--- config.mk ---
export PLATFORM = sky130hd
export DESIGN_NAME = nco_phase_accumulator
export DESIGN_NICKNAME = d
export VERILOG_FILES = /design/src/rtl/nco_pkg.sv /design/src/rtl/nco_dither_lfsr.sv /design/src/rtl/nco_phase_accumulator.sv
export SDC_FILE = /design/constraint.sdc
export NUM_CORES = 1
export LEC_CHECK = 0
export CORE_MARGIN = 5
export CORE_UTILIZATION = 35
export DETAILED_ROUTE_END_ITERATION = 8
export PLACE_DENSITY = 0.63
export SETUP_SLACK_MARGIN = 0.5
export SLEW_MARGIN = 40
export SYNTH_ARGS = -nofsm -noshare
export SYNTH_HDL_FRONTEND = slang
export SYNTH_SLANG_ARGS = --single-unit
--- constraint.sdc ---
create_clock -name i_clk -period 6.15 [get_ports i_clk]
set_input_delay 1.23 -clock i_clk [delete_from_list [all_inputs] [get_ports i_clk]]
set_output_delay 1.23 -clock i_clk [all_outputs]
set_load 0.03 [all_outputs]
--- src/rtl/nco_pkg.sv ---
// nco_pkg: shared widths, quarter-turn constant and dither LFSR definition for the NCO.
package nco_pkg;
  localparam int AW_DEF = 32;
  localparam int PW_DEF = 12;
  localparam int QUARTER_TURN = 1 << (PW_DEF - 2);
  localparam logic [15:0] LFSR_SEED = 16'hACE1;
  // x^16 + x^14 + x^13 + x^11 + 1 as Fibonacci taps on bits 15,13,12,10
  localparam logic [15:0] LFSR_TAPS = 16'hB400;
endpackage

--- src/rtl/nco_dither_lfsr.sv ---
// nco_dither_lfsr: 16-bit Fibonacci LFSR advancing once per clock enable, used as phase dither.
module nco_dither_lfsr
  import nco_pkg::*;
(
  input  logic        i_clk,
  input  logic        i_reset_n,
  input  logic        i_ce,
  output logic [15:0] o_lfsr
);
  logic [15:0] lfsr_q, lfsr_d;
  always_comb lfsr_d = i_ce ? {lfsr_q[14:0], ^(lfsr_q & LFSR_TAPS)} : lfsr_q;
  always_ff @(posedge i_clk or negedge i_reset_n)
    if (!i_reset_n) lfsr_q <= LFSR_SEED;
    else lfsr_q <= lfsr_d;
  assign o_lfsr = lfsr_q;
endmodule

--- src/rtl/nco_phase_accumulator.sv ---
// nco_phase_accumulator: phase accumulator with shadowed config, truncated I/Q phases and wrap pulse.
// Define PHASE_DITHER_EN to add LFSR dither below the truncation point.
module nco_phase_accumulator
  import nco_pkg::*;
#(
  parameter int AW = AW_DEF,
  parameter int PW = PW_DEF
) (
  input  logic          i_clk,
  input  logic          i_reset_n,
  input  logic          i_ce,
  input  logic          i_cfg_valid,
  output logic          o_cfg_ready,
  input  logic [AW-1:0] i_cfg_freq,
  input  logic [AW-1:0] i_cfg_phase,
  input  logic          i_cfg_sync,
  output logic [PW-1:0] o_phase_i,
  output logic [PW-1:0] o_phase_q,
  output logic          o_wrap
);
  localparam logic [PW-1:0] QTR = PW'(1 << (PW - 2));
  logic [AW-1:0] acc_q, acc_d, freq_q, freq_d, off_q, off_d;
  logic [AW-1:0] sh_freq_q, sh_phase_q, dither, phase_sum;
  logic          sh_sync_q, sh_full_q, sh_full_d, wrap_q, wrap_d;
  logic [PW-1:0] pi_q, pi_d, pq_q, pq_d;
  logic [AW:0]   sum;
  logic          accept, apply, sync_apply;
`ifdef PHASE_DITHER_EN
  localparam logic [15:0] DMASK = (AW - PW >= 16) ? 16'hFFFF : 16'((32'd1 << (AW - PW)) - 32'd1);
  logic [15:0] lfsr;
  nco_dither_lfsr u_lfsr (
    .i_clk(i_clk),
    .i_reset_n(i_reset_n),
    .i_ce(i_ce),
    .o_lfsr(lfsr)
  );
  assign dither = AW'(lfsr & DMASK);
`else
  assign dither = '0;
`endif
  always_comb begin
    accept     = i_cfg_valid & ~sh_full_q;
    apply      = i_ce & sh_full_q;
    sync_apply = apply & sh_sync_q;
    sum        = {1'b0, acc_q} + {1'b0, freq_q};
    phase_sum  = acc_q + off_q + dither;
    acc_d      = sync_apply ? '0 : i_ce ? sum[AW-1:0] : acc_q;
    freq_d     = apply ? sh_freq_q : freq_q;
    off_d      = apply ? sh_phase_q : off_q;
    sh_full_d  = accept | (sh_full_q & ~apply);
    wrap_d     = i_ce & sum[AW] & ~sync_apply;
    pi_d       = i_ce ? phase_sum[AW-1 -: PW] : pi_q;
    pq_d       = pi_d + QTR;
  end
  always_ff @(posedge i_clk or negedge i_reset_n)
    if (!i_reset_n) begin
      acc_q     <= '0;
      freq_q    <= '0;
      off_q     <= '0;
      sh_full_q <= 1'b0;
      wrap_q    <= 1'b0;
      pi_q      <= '0;
      pq_q      <= QTR;
    end else begin
      acc_q     <= acc_d;
      freq_q    <= freq_d;
      off_q     <= off_d;
      sh_full_q <= sh_full_d;
      wrap_q    <= wrap_d;
      pi_q      <= pi_d;
      pq_q      <= pq_d;
    end
  // Shadow payload is only meaningful while sh_full_q is set.
  always_ff @(posedge i_clk or negedge i_reset_n)
    if (!i_reset_n) begin
      sh_freq_q  <= '0;
      sh_phase_q <= '0;
      sh_sync_q  <= 1'b0;
    end else if (accept) begin
      sh_freq_q  <= i_cfg_freq;
      sh_phase_q <= i_cfg_phase;
      sh_sync_q  <= i_cfg_sync;
    end
  assign o_cfg_ready = ~sh_full_q;
  assign o_phase_i   = pi_q;
  assign o_phase_q   = pq_q;
  assign o_wrap      = wrap_q;
endmodule

==> results.md <==
- Crit path required time: approximately 6500 ps
- Final non-filler cell area: ~11000 um2
- Area Growth Syn to Fin: 20.4%
- Hold Crit Depth: 1
- DRC viols: 0
- Die width: roughly 170 um
- Worst R2R Setup Slack: approximately 2700 ps
- Max-Slew Margin vs Limit: 56.4%
- Crit end category: register
- Pleak: 4.75 nW
- Fraction of layout cells with a size suffix above 1: a little under a quarter
- CTS tree: built
- Nets@finish: 964
- Pre-CTS setup slack: between 2000 and 3000 ps
- Die area: a little under 30000 um2
- CTS HTree Levels: 4
- Seq/Total Area, Yosys: 48.7%
- Unrepaired setup endpoints after global routing: no
- Flop and latch count out of synthesis: approximately 180
- First-pass GRT wire length: 31700 um
- PortBufs: 94
- Hold/Removal Path Class: register to register
- GP Congestion: ~0.84
- CP arrival: about 3800 ps
- Die Height: 171 um
- CTS Sinks: around 180
- Worst r2r src: acc_q[0]$_DFFE_PN0P_
- Final Routed Wirelength: 19100 um
- Primary FF master, synth: dfrtp_1
- Commonest non-fill, non-tap cell in the layout: dfrtp_1
- RR Endpoint: acc_q[30]$_DFFE_PN0P_
- Hold Buf Count CTS: 0
- Final Hold Viols: 0
- # IOs: 95
- Num rows: between 50 and 60
- Fill cells: 2435
- Peak Freq: 0.289 GHz
- Synth warn: 0
- CTS clk-pin slew, worst paths: ~70 ps
- Post-CTS Setup Inserts: 0
- Setup Viol. Count Final: 0
- Most frequent cells in the layout: dfrtp_1 (176), mux2_2 (139), clkdlybuf4s50_1 (93), ha_1 (62), a21oi_1 (47)
- Area leader, netlist: dfrtp_1
- Antenna violations before repair: 0
- Pin count of the biggest net entering global routing: 73
- Yosys top cell area share: 48.4%
- Synth top area cells: dfrtp_1 (48%), mux2_2 (17%), ha_1 (8.5%), xnor2_1 (2.8%), a21oi_1 (2.6%)
- Hold endpoint: o_phase_q[10]$_DFF_PN1_
- Final Max Tran Viols: 0
- Ant. Diodes: 0
- Core Area: approximately 26000 um2
- Reg area: 4430 um2
- Worst-Margin Slew: 653 ps
- Clk_skew: roughly 12 ps
- Avg Cell Area, Syn: about 12 um2
- DR vias/cell: around 5.1
- Max VDD drop: around 0.36 mV
- Post-Synthesis Cells: between 700 and 800
- Pre-antenna DRT Iters: 4
- Outcome: completed
- Fin crit share: roughly 56%
- Worst skew pair latency: ~420 ps
- Final core occ: a little over two fifths
- CTS max path bufs: 2
- Worst Reg-to-Reg Cells: 11
- DRT iter0 DRCs: 260
- Vias in the first global route: 6256
- Max_cap viols: 0
- CTS-repair resized insts: 0
- WL per Instance: roughly 16 um
- Final HPWL DP: approximately 14000 um
- Synthesized area: 9110 um2
- Area of the multi-input gates: between 4000 and 5000 um2
- Ys async rst share: between 90% and 100%
- Setup TNS: 0 ps
- Tot GR Track Use: 13.5%
- Vias: approximately 6000
- Remaining antenna violation count: 0
- CP max FO: 4
- Setup ws final: approximately 2700 ps
- Global route total overflow: 0
- Post-synth EDFFs: 0
- Syn Nets: 879
- Hold_sp: o_phase_i[10]$_DFF_PN0_
- CP startpoint kind: register
- Placed inst area: just over 10000 um2
- Root Buffer: clkbuf_16
- CTS buffer count: 17
- Critical path class: register to register
- Synth unique cells: between 50 and 60
- Crit path time final: about 3500 ps
- P per Cell Area: 558 nW/um2
- Starting Density: around a third
==> registers in the layout, indices dropped and copies added (netlist names) <==
name        cells
sh_phase_q     32
acc_q          32
sh_sync_q       1
sh_freq_q      32
sh_full_q       1
o_phase_i       2
off_q          32
o_phase_q      12
o_wrap          1
freq_q         32
==> Yosys cell counts, types with 2 or more instances <==
library cell and count:
a31oi_1 2, o2bb2ai_1 2, o211ai_1 3, a22o_1 26, o21a_1 5, and3_1 5, buf_4 10, and2_1 3
nand4_1 8, mux2_2 139, a21oi_1 48, nor2b_1 4, o2111ai_1 2, ha_1 62, xor2_1 11, a211oi_1 5
nor4_1 3, nand2_1 32, o21bai_1 6, a221o_1 3, a21o_1 20, nor2_1 22, nand3_1 17, inv_1 15
dfrtp_1 176, o21ai_0 26, xnor2_1 29, clkbuf_1 22, a221oi_1 2, a21boi_0 3, o21ai_1 2, o31ai_1 2
buf_1 3, nor3_1 3, or3_1 2, a211o_1 2
==> kinds of logic after synthesis <==
group	after synthesis	share of synthesized area, %
flip-flops	177	48.7
AO/OA/AOI/OAI	173	13.5
multiplexers	140	17.3
AND/OR/NAND/NOR	104	5.50
adder cells (fa/ha/maj)	63	8.74
buffers and inverters	50	2.47
XOR/XNOR	40	3.85
==> worst max-delay path, cell delays in order, from the launching register on <==
cell and delay [ps]:
dfrtp_1 410, ha_1 240, fa_1 400, a21oi_1 240, o2111ai_1 250, a211oi_1 410, o211ai_1 250, a21oi_1 400
o31ai_1 170, a21o_1 220, xor2_1 150, a22o_1 190
==> power by group <==
group	switching [mW]	leakage, nW	internal (mW)	total (mW)
clock network	0.463	0.280	0.577	1.04
logic	1.62	2.37	1.51	3.13
registers	0.337	2.10	1.61	1.94
==> metrics by stage <==
step                cells  total power, mW  hold WS (ps)
global route         1180             6.61           515
floorplan             747             4.30           477
CTS                  1180             6.16           481
detailed placement   1148             5.09           471
global placement     1147             5.02           471
finish               1180             6.11           476
==> worst max-delay path by stage <==
stage | start | end | slack (ps) | depth (start not counted)
after CTS | acc_q[0]$_DFFE_PN0P_ | acc_q[30]$_DFFE_PN0P_ | 2660 | 11
after floorplan | acc_q[0]$_DFFE_PN0P_ | acc_q[30]$_DFFE_PN0P_ | 3390 | 11
after detailed placement | i_ce | off_q[11]$_DFFE_PN0P_ | 2570 | 5
after global placement | i_ce | o_wrap$_DFF_PN0_ | 2230 | 7
after global routing | acc_q[0]$_DFFE_PN0P_ | acc_q[30]$_DFFE_PN0P_ | 2480 | 11
final | acc_q[0]$_DFFE_PN0P_ | acc_q[30]$_DFFE_PN0P_ | 2700 | 11
==> layer usage <==
metal	track usage [%]	routed length [um]	up-vias
met5	0	0	-
met4	2.79	143	0
met3	3.17	830	10
met2	22.9	9220	109
met1	17.6	8940	2947
li1	-	-	2933
==> cell type report <==
type / count / area share, %
clock buffers: 19 / 4.04
inverters: 15 / 0.514
flip-flops and latches: 177 / 40.4
repair buffers: 101 / 9.18
clock inverters: 13 / 1.18
well taps: 335 / 3.82
multi-input cells: 520 / 40.8
Note: power is estimated with default switching activity, not from simulation.
